**src/rtl/if_id_buffer.sv**
```systemverilog
// IF->ID pipeline buffer: two-entry skid FIFO with valid/ready on both sides.
// Outputs come straight from head registers; flush drops everything in flight.
module if_id_buffer #(
  parameter int WORD      = 64,
  parameter int INST_SIZE = 32,
  parameter int DEPTH     = 2
) (
  input  logic                 clk,
  input  logic                 rst_n,
  input  logic                 flush,
  input  logic                 if_valid,
  output logic                 if_ready,
  input  logic [WORD-1:0]      if_pc,
  input  logic [WORD-1:0]      if_pc_incr,
  input  logic [INST_SIZE-1:0] if_inst,
  output logic                 id_valid,
  input  logic                 id_ready,
  output logic [WORD-1:0]      id_pc,
  output logic [WORD-1:0]      id_pc_incr,
  output logic [INST_SIZE-1:0] id_inst,
  output logic [1:0]           occupancy
);

  // Handshake: a transfer happens on a rising edge where valid and ready are
  // both high and flush is low; ready never depends on the partner's valid.

  if (DEPTH != 2) begin : g_bad_depth
    $error("if_id_buffer supports DEPTH == 2 only");
  end

  typedef enum logic [1:0] {
    EMPTY = 2'd0,
    ONE   = 2'd1,
    FULL  = 2'd2
  } state_t;

  typedef struct packed {
    logic [WORD-1:0]      pc;
    logic [WORD-1:0]      pc_incr;
    logic [INST_SIZE-1:0] inst;
  } entry_t;

  state_t state_q, state_d;
  entry_t head_q, head_d;
  entry_t tail_q, tail_d;
  entry_t in_entry;
  logic   push, pop;

  assign if_ready = (state_q != FULL);
  assign id_valid = (state_q != EMPTY);
  assign push     = if_valid & if_ready & ~flush;
  assign pop      = id_valid & id_ready & ~flush;

  assign in_entry.pc      = if_pc;
  assign in_entry.pc_incr = if_pc_incr;
  assign in_entry.inst    = if_inst;

  always_comb begin
    state_d = state_q;
    head_d  = head_q;
    tail_d  = tail_q;
    if (flush) begin
      state_d = EMPTY;
      head_d  = '0;
      tail_d  = '0;
    end else begin
      case (state_q)
        EMPTY: begin
          if (push) begin
            head_d  = in_entry;
            state_d = ONE;
          end
        end
        ONE: begin
          if (push && pop) begin
            head_d = in_entry;
          end else if (push) begin
            tail_d  = in_entry;
            state_d = FULL;
          end else if (pop) begin
            // Clearing the head keeps id_inst at 0 while nothing is valid.
            head_d  = '0;
            state_d = EMPTY;
          end
        end
        FULL: begin
          if (pop) begin
            head_d  = tail_q;
            tail_d  = '0;
            state_d = ONE;
          end
        end
        default: begin
          state_d = EMPTY;
          head_d  = '0;
          tail_d  = '0;
        end
      endcase
    end
  end

  always_ff @(posedge clk or negedge rst_n) begin
    if (!rst_n) begin
      state_q <= EMPTY;
      head_q  <= '0;
      tail_q  <= '0;
    end else begin
      state_q <= state_d;
      head_q  <= head_d;
      tail_q  <= tail_d;
    end
  end

  assign occupancy  = state_q;
  assign id_pc      = head_q.pc;
  assign id_pc_incr = head_q.pc_incr;
  assign id_inst    = head_q.inst;

endmodule

```
**config.mk**
```make
export PLATFORM = sky130hd
export DESIGN_NAME = if_id_buffer
export DESIGN_NICKNAME = d
export VERILOG_FILES = /design/src/rtl/if_id_buffer.sv
export SDC_FILE = /design/constraint.sdc
export NUM_CORES = 1
export LEC_CHECK = 0
export CAP_MARGIN = 10
export CORE_UTILIZATION = 50
export CTS_CLUSTER_DIAMETER = 60
export DETAILED_ROUTE_END_ITERATION = 10
export MAX_ROUTING_LAYER = met4
export PLACE_DENSITY = 0.78
export SYNTH_ARGS = -nofsm -noshare
export SYNTH_HDL_FRONTEND = slang
export SYNTH_SLANG_ARGS = --single-unit
```
**constraint.sdc**
```tcl
create_clock -name clk -period 2.1 [get_ports clk]
set_input_delay 0.21 -clock clk [delete_from_list [all_inputs] [get_ports clk]]
set_output_delay 0.21 -clock clk [all_outputs]
set_load 0.05 [all_outputs]
```
==> results.md, run 1 <==
* Outcome: complete, no violations
* Setup Total Neg Slack at 0 ns
* Port-buffer cells at about 330
* Drt pass-1 iters at 5
* Synth warnings at 0
* Routed vias at around 12000
* Drt total wl at 43800 um
* Number of distinct library cells after synthesis at 28
* Root Buffer: clkbuf_16
* GPL Wtd Cong at around 0.79
* Die footprint at 33300 um2
* Starting Density at about half
* Num CTS Buffers at 36
* Commonest cells in the netlist: dfrtp_1, mux2i_1, inv_1, nand2_1, a22o_1
* Floorplan row count at between 60 and 70
* Seq/Total Area, Yosys at between 40% and 50%
* Final min period at 2.06 ns
* H-Tree Level Count at 2
* Relative slew slack at a little over a third
* CP Data Arrival Time at approximately 1.9 ns
* First-pass GRT wire length at 69800 um
* Syn Inst Count at 1432
* Placeable Area at around 32000 um2
* Number of remaining DRC errors at 0
* FMAX at about 490 MHz
* Crit end category: output port
* CP Cell Sequence: buf_16 > or2_2 > buf_12
* Clock Skews at between 0.02 and 0.025 ns
* Crit-path max FO at 25
* Setup WS post-layout at between 0.04 and 0.05 ns
* Worst-margin pin slew at between 0.9 and 1 ns
* FF-to-FF setup slack at approximately 0.08 ns
* Top sig layer: met4
* Yosys top cell by area: dfrtp_1
* CP max stage delay at about 0.59 ns
* Clk_lat worst skew at roughly 0.5 ns
* R2r startpoint: occupancy[1]
* CTS tree: yes
* Initial antenna violation count at 6
* Predominant post-synthesis flop cell: dfrtp_1
* DP HPWL at about 27000 um
* Final slew viol count at 0
* Slowest-stage cell, CP: dfrtp_4
* Total gr overflow at 0
* CTS sink cnt at between 300 and 400
* R2R depth at 4
* Fin nets at 1887
* Required @ worst endpoint at 1.89 ns
* Final-report setup violation count at 0
* HP Class: input port to asynchronous set/reset pin
* Asr flop ratio synth at 100%
* Die Height at ~180 um
* Pre-CTS setup slack at -0.0635 ns
* Fin crit share at ~98%
* Routed wl met3 at just under 3000 um
* Reg2reg end: tail_q[82]
* Top post-synthesis cells by area: dfrtp_1, mux2i_1, a22o_1
* DIE WIDTH at around 180 um
* Post-synth EDFFs at 0
* Vias in the first global route at about 13000
* Max Cap Viol at 0
* Clock buffer depth at 3
* Final core utilization at ~67%
* Pwr dens at 793 nW/um2
* Largest net degree at the start of global routing at 161
* Area grow syn2layout at 31.3%
* Initial DRC count at between 900 and 1000
* Layout cells sized above 1 at ~7.6%
* Post-synth top area share at 49.4%
* Wl on met1 at just under 20000 um
* VDD IR-drop max at between 0.6 and 0.7 mV
* Crit path kind: flop to output port
* Fill cell count at 2410
* WL per Instance at between 20 and 25 um
* I/O pin count at 329
* CTS clock-pin slew for the worst setup and hold paths at ~0.06 ns
* Vias per cell at around 5.6
* Cell Area, Synth at between 15000 and 20000 um2
* Post-DRT Antenna Nets at 0
* Syn Nets at about 1600
* Synthesized area per cell at about 11 um2
* All-Layer GR Usage at 27.1%
* Detail Route met2 WL at 20500 um
* Crit path launch type: flop
* Pleak at approximately 9 nW
* #FFs+latches synth at ~320
* Fin. Hold Viols at 0
## timing repair
action,CTS,global route
cloned,1,0
endpoints found under the setup margin,2,63
hold endpoints to repair,144,0
pin swaps,0,1
buffers inserted,0,4
resized for setup,2,0
hold buffers,1,0
## sequential cells by signal (all words and copies together), names as in the netlist
| signal | flops |
|---|---|
| id_pc | 64 |
| tail_q | 160 |
| id_pc_incr | 64 |
| id_inst | 32 |
| occupancy | 2 |
## logic make-up (layout without fill, tap and decap cells)
| group | count (synthesis) | after routing | synth area share [%] |
|---|---|---|---|
| compound gates | 326 | 326 | 18.0 |
| mux | 323 | 323 | 19.9 |
| flops | 322 | 322 | 49.4 |
| buf+inv | 288 | 604 | 8.51 |
| simple gates | 173 | 173 | 4.24 |
| other cells | 0 | 6 | 0 |
## per-stage QoR
stage | hold slack, ns | std cells | total power, mW | cell area (um2)
global route | 0.209 | 2189 | 17.6 | 21400
CTS | 0.191 | 2179 | 17.1 | 21400
finish | 0.183 | 2189 | 17.0 | 21400
global placement | 0.125 | 2113 | 10.5 | 20100
detailed placement | 0.129 | 2113 | 10.6 | 20100
floorplan | -0.0856 | 1432 | 9.10 | 16300
## layout by cell type, fill, tap and decap left out, types with 8 or more instances in the layout
| cell type | Yosys | final |
|---|---|---|
| dfrtp_1 | 322 | 320 |
| clkbuf_16 | 0 | 37 |
| inv_1 | 161 | 161 |
| buf_4 | 13 | 21 |
| clkdlybuf4s50_1 | 0 | 323 |
| buf_12 | 0 | 30 |
| o2bb2ai_1 | 150 | 150 |
| o2bb2ai_2 | 10 | 10 |
| a22o_1 | 160 | 160 |
| mux2i_1 | 322 | 322 |
| nand2_1 | 161 | 161 |
| clkbuf_8 | 0 | 8 |
## worst max-delay path by stage
stage,startpoint,endpoint,cells past startpoint
after floorplan,occupancy[1],id_pc[10],6
after global placement,id_ready,id_inst[19],6
after detailed placement,id_ready,id_pc_incr[58],6
after CTS,occupancy[1],id_valid,3
after global routing,occupancy[1],tail_q[17],4
final,occupancy[1],id_valid,3
## layout make-up
type | count | area, um2 | share of cell area, %
sequential | 322 | 8070 | 37.7
clock inverter | 12 | 153 | 0.713
clock buffer | 52 | 1060 | 4.96
antenna | 6 | 15.0 | 0.0701
timing repair buffer | 379 | 4090 | 19.1
multi-input combinational | 822 | 6880 | 32.1
tap | 435 | 544 | 2.54
inverter | 161 | 604 | 2.82
## power by group
group | switching, mW | internal, mW | leakage, nW
clock network | 2.54 | 3.90 | 0.603
registers | 0.286 | 6.62 | 4.37
logic | 2.19 | 1.44 | 3.97
## per-layer routing
metal	vias up	global-route usage, %
li1	5667	-
met1	6154	36.9
met2	422	41.4
met3	58	5.31
met4	0	7.29
met5	-	-
## critical path: cells and delay by family (launching register included)
| kind | cells | cell delay (ns) |
|---|---|---|
| simple gates | 1 | 0.35 |
| buf+inv | 2 | 0.39 |
| flops | 1 | 0.59 |
(Power assumes the default switching activity.)
==> inputs of run 2 (changes only) <==
- CTS_CLUSTER_SIZE: not set -> 40
==> run 2 against run 1 <==
  * Clock skew decreased by 0.0084 ns
  * Final area decreased by 0.72%
  * Sequential share of layout area increased by 0.27 points
  * Maximum frequency is 0.72% lower
  * Core utilization is 0.48 points lower
  * Critical endpoint is now tail_q[78]
  * Clock power down 12%
  * Global-route usage down 0.069 points
==> results.md, run 2 (synthesized netlist as in run 1, its figures left out) <==
* Outcome: complete, no violations
* Critical path launch point: occupancy[1]
* All-Layer GR Usage at around 27%
* Max reg flops at 160
* CTS tree: yes
* Layout cells sized above 1 at between 7 and 8%
* Floorplan row count at 65
* CP Data Arrival Time at ~2.5 ns
* Sequential power share at a little over two fifths
* HP Class: input port to asynchronous set/reset pin
* R2r startpoint: occupancy[1]
* Worst-margin pin slew at between 0.9 and 1 ns
* Starting Density at about 51%
* Fin Hold WS at about 0.12 ns
* Sequential cell area at a little over 8000 um2
* DIE WIDTH at 183 um
* Drt pass-1 iters at 5
* Final slew viol count at 0
* Post-DRT Antenna Nets at 0
* Crit path launch type: flop
* Total power at about 16 mW
* Crit end category: flop
* Psw at between 5 and 6 mW
* Placeable Area at 31800 um2
* Clock buffer depth at 3
* H-Tree Level Count at 1
* DP HPWL at between 20000 and 30000 um
* Initial DRC count at around 950
* Pwr dens at roughly 760 nW/um2
* Required @ worst endpoint at 2.56 ns
* Die Height at 183 um
* Commonest non-fill, non-tap cells in the layout: mux2i_1, clkdlybuf4s50_1, dfrtp_1
* WL per Instance at roughly 21 um
* Vias in the first global route at approximately 13000
* VDD IR-drop max at between 0.6 and 0.7 mV
* Final min period at 2.07 ns
* Drt total wl at 44600 um
* Combinational power share at 22.6%
* Number of remaining DRC errors at 0
* Crit-path max FO at 80
* Relative slew slack at a little over a third
* Fin crit share at between 90% and 100%
* Area grow syn2layout at 30.4%
* Routed vias at approximately 12000
* GPL Wtd Cong at roughly 0.79
* Final-report setup violation count at 0
* Slowest-stage cell, CP: clkbuf_8
* Num CTS Buffers at 28
* Die footprint at about 33000 um2
* Vias per cell at 5.68
* I/O pin count at roughly 330
* CP Cell Sequence: buf_12 > nor3b_4 > clkbuf_8 > nand2_1 > mux2i_1
* Switching share of power at a little under a third
* Initial antenna violation count at 5
* RSZ-0062 raised after global routing: yes
* P_int at 11.1 mW
* Largest net degree at the start of global routing at 161
* Fill cell count at approximately 2400
* Crit path kind: flop to flop
* Root Buffer: clkbuf_16
* Max Cap Viol at 0
* CP max stage delay at 0.62 ns
* Port-buffer cells at about 330
* Top reg by flops: tail_q
* Fin nets at roughly 1900
* First-pass GRT wire length at roughly 70000 um
* CTS clock-pin slew for the worst setup and hold paths at 0.08 ns
* Clk pwr share at a little over a third
* CTS sink cnt at roughly 320
* Total gr overflow at 0
* Fin. Hold Viols at 0
* Multi-input logic area at roughly 6900 um2
* Pleak at roughly 8.9 nW
* FMAX at 482 MHz
* Clock Skews at 0.0154 ns
* Clk_lat worst skew at 0.56 ns
-- run 2: cell count changes in the layout (fill, tap and decap cells not counted), sizes merged --
cell,before,now
diode,6,5
dlymetal6s2s,0,1
inv,164,172
clkinv,6,7
clkbuf,52,32
clkdlybuf4s50,323,322
-- run 2: cell type report --
type,instances,share of cell area (%)
timing repair buffer,381,19.5
sequential,322,37.9
clock inverter,21,1.39
tap,435,2.56
multi-input combinational,822,32.4
antenna,5,0.0589
inverter,161,2.84
clock buffer,30,3.38
-- run 2: critical path: cells and delay by family, from the launching register on --
family,cells,cell delay (ns)
multiplexers,1,0.21
buffers and inverters,2,0.78
AND/OR/NAND/NOR,2,0.40
flip-flops,1,0.55
-- run 2: stage by stage --
stage,instance area (um2),setup slack (ns),std cells,utilization (%),TNS [ns]
2_1_floorplan,16300,0.155,1432,-,0
3_3_place_gp,20100,-0.0318,2113,63.2,-1.30
3_5_place_dp,20100,-0.0635,2113,63.2,-2.95
4_1_cts,21200,0.00923,2168,66.6,0
5_1_grt,21300,-0.0236,2177,66.8,-0.0481
6_report,21300,0.0251,2177,66.8,0
-- run 2: power groups by stage --
stage	clock network, mW	registers [mW]	logic (mW)
global route	6.02	6.93	3.87
CTS	5.77	6.88	3.65
floorplan	0	7.79	1.31
global placement	0	6.99	3.56
finish	5.68	6.89	3.66
detailed placement	0	6.99	3.62
-- run 2: per-layer routing --
layer | GRT usage [%] | vias up | part of all wire, %
li1 | - | 5656 | -
met1 | 36.8 | 6207 | 44
met2 | 41.4 | 441 | 47
met3 | 4.59 | 69 | 6.9
met4 | 8.13 | 0 | 2.4
met5 | - | - | 0
-- run 2: repair_timing --
action / in CTS / in global routing
endpoints found under the setup margin: 2 / 130
gates resized for setup: 3 / 5
hold buffers: 1 / 0
gates cloned: 1 / 1
endpoints found under the hold margin: 234 / 0
buffers inserted: 2 / 3
pin swaps: 0 / 1
-- run 2: worst paths after layout --
path,endpoint,slack [ns],cells past startpoint
setup / recovery,tail_q[78],0.03,5
hold / removal,tail_q[141],0.12,2
setup reg to reg,tail_q[78],0.03,5
hold reg to reg,id_pc_incr[11],0.50,1
max in group asynchronous,tail_q[63],1.13,4
min in group clk,tail_q[128],0.25,3
==> inputs of run 3 (changes only) <==
- CORE_UTILIZATION: 50 -> 40
- PLACE_DENSITY: 0.78 -> not set
==> run 3 against run 2 <==
  * Worst hold slack gained 0.0073 ns
  * Non-clock buffer count up 16
  * Die area rose by 25%
  * Worst setup slack better by 0.033 ns
  * Final area is 1.9% higher
  * Global-route usage shrank 3.8 points
  * Combinational power rose by 2%
  * Flip-flop and latch count unchanged
  * First-iteration DRC count shrank 45%
  * Critical endpoint is now id_pc[23]
==> results.md, run 3 (synthesized netlist as in run 1, its figures left out) <==
* Vias per cell at between 5 and 6
* Slowest-stage cell, CP: clkdlybuf4s50_1
* Top Family by Delay on Critical Path: buffers and inverters
* CP Cell Sequence: clkdlybuf4s50_1
* FMAX at 490 MHz
* First-pass GRT wire length at between 70000 and 80000 um
* Required @ worst endpoint at 1.89 ns
* Cell area after placement at around 20000 um2
* HP Class: input port to asynchronous set/reset pin
* Clock Skews at 0.0141 ns
* Max Cap Viol at 0
* Pwr dens at 770 nW/um2
* Num CTS Buffers at 31
* Placeable Area at ~40000 um2
* Clock buffer depth at 3
* Clk_lat worst skew at approximately 0.58 ns
* Vias in the first global route at ~12000
* Initial DRC count at around 530
* Drt total wl at between 40000 and 50000 um
* Outcome: complete, no violations
* Largest net degree at the start of global routing at 90
* Crit-path max FO at 2
* Finished Cell Area at 21700 um2
* Number of remaining DRC errors at 0
* Crit path launch type: flop
* Die Height at a little over 200 um
* Final min period at between 2 and 2.5 ns
* VDD IR-drop max at roughly 0.63 mV
* Area grow syn2layout at 32.9%
* Final slew viol count at 0
* Setup WS post-layout at 0.0576 ns
* CTS sink cnt at 322
* GPL Wtd Cong at roughly 0.78
* I/O pin count at ~330
* Fin. Hold Viols at 0
* Starting Density at between 40 and 50%
* Final-report setup violation count at 0
* R2R depth at 6
* Fill cell count at around 3500
* Port-buffer cells at about 330
* Total gr overflow at 0
* Pre-CTS setup slack at -0.133 ns
* Sequential cell area at 8070 um2
* Crit path kind: flop to output port
* Fin crit share at a little over nine tenths
* Max reg flops at 160
* Post-DRT Antenna Nets at 0
* Crit end category: output port
* RSZ-0062 raised after global routing: no
* Drt pass-1 iters at 5
* CTS tree: yes
* Commonest non-fill, non-tap cells in the layout: clkdlybuf4s50_1, mux2i_1, dfrtp_1
* CTS clock-pin slew for the worst setup and hold paths at about 0.070 ns
* Top reg by flops: tail_q
* Root Buffer: clkbuf_16
* Worst-margin pin slew at around 0.63 ns
* Leading cell type in the layout, fill and taps excluded: clkdlybuf4s50_1
* CP Data Arrival Time at approximately 1.8 ns
* Relative slew slack at between 50% and 60%
* Multi-input logic area at between 6000 and 7000 um2
* Routed vias at ~12000
* Pleak at 9.02 nW
* WL per Instance at a little over 20 um
* WP buf/inv at 1
* Layout cells sized above 1 at approximately 8.6%
* Floorplan row count at 73
* CP max stage delay at between 0.8 and 0.9 ns
* DP HPWL at 29500 um
* All-Layer GR Usage at between 20% and 30%
* Initial antenna violation count at 1
* Die footprint at between 40000 and 50000 um2
* H-Tree Level Count at 1
* Critical Path Stages at 1
* DIE WIDTH at 204 um
* Fin nets at 1900
run 3: changes by cell type in the layout (fill, tap and decap cells not counted), moves of 2 or more:
| cell | before | now |
|---|---|---|
| clkbuf_8 | 2 | 0 |
| inv_8 | 4 | 2 |
| clkinv_2 | 0 | 6 |
| clkbuf_16 | 29 | 31 |
| clkinv_8 | 5 | 3 |
| buf_12 | 31 | 39 |
| clkinvlp_4 | 0 | 2 |
| diode_2 | 5 | 1 |
| buf_4 | 21 | 29 |
| inv_6 | 7 | 5 |
run 3: path summary, 6_finish.rpt:
kind,startpoint,end,slack (ns)
worst min register to register,id_pc_incr[31],id_pc_incr[31],0.50
worst min-delay path,rst_n,tail_q[139],0.13
worst max-delay path,id_pc[23],id_pc[23],0.06
min in group clk,if_inst[4],tail_q[4],0.23
max in group asynchronous,rst_n,tail_q[101],1.18
worst max register to register,occupancy[1],tail_q[89],0.20
run 3: what timing repair did:
action / CTS / global route
endpoints found under the hold margin: 56 / 0
endpoints found under the setup margin: 2 / 126
hold buffers: 1 / 0
setup buffers: 3 / 3
gates cloned: 2 / 0
resized for setup: 2 / 1
pin swaps: 0 / 1
run 3: area by class of cell:
type	instances	area share [%]
clock buffers	31	3.58
inverters	161	2.79
well taps	525	3.03
clock inverters	26	1.49
repair buffers	397	20.1
diodes	1	0.0115
multi-input cells	822	31.7
flip-flops and latches	322	37.2
run 3: metal layers:
layer  global-route usage [%]  part of all wire (%)  vias to the layer above
li1                         -                     -                     5693
met3                     3.19                   4.4                       52
met2                     36.0                    47                      288
met5                        -                     0                        -
met1                     32.5                    47                     6189
met4                     4.40                   1.9                        0
run 3: metrics by stage:
stage / utilization (%) / power [mW] / TNS, ns / std cells / hold slack (ns)
floorplan: - / 9.10 / 0 / 1432 / -0.0856
global placement: 51.1 / 10.7 / -7.07 / 2218 / 0.192
detailed placement: 51.1 / 10.7 / -12.93 / 2218 / 0.182
CTS: 54.1 / 16.9 / 0 / 2281 / 0.151
global route: 54.2 / 17.3 / 0 / 2285 / 0.154
finish: 54.2 / 16.7 / 0 / 2285 / 0.129
run 3: power breakdown:
group | internal (mW) | switching (mW)
logic | 1.51 | 2.23
clock network | 3.31 | 2.76
registers | 6.61 | 0.275
total | 11.4 | 5.27
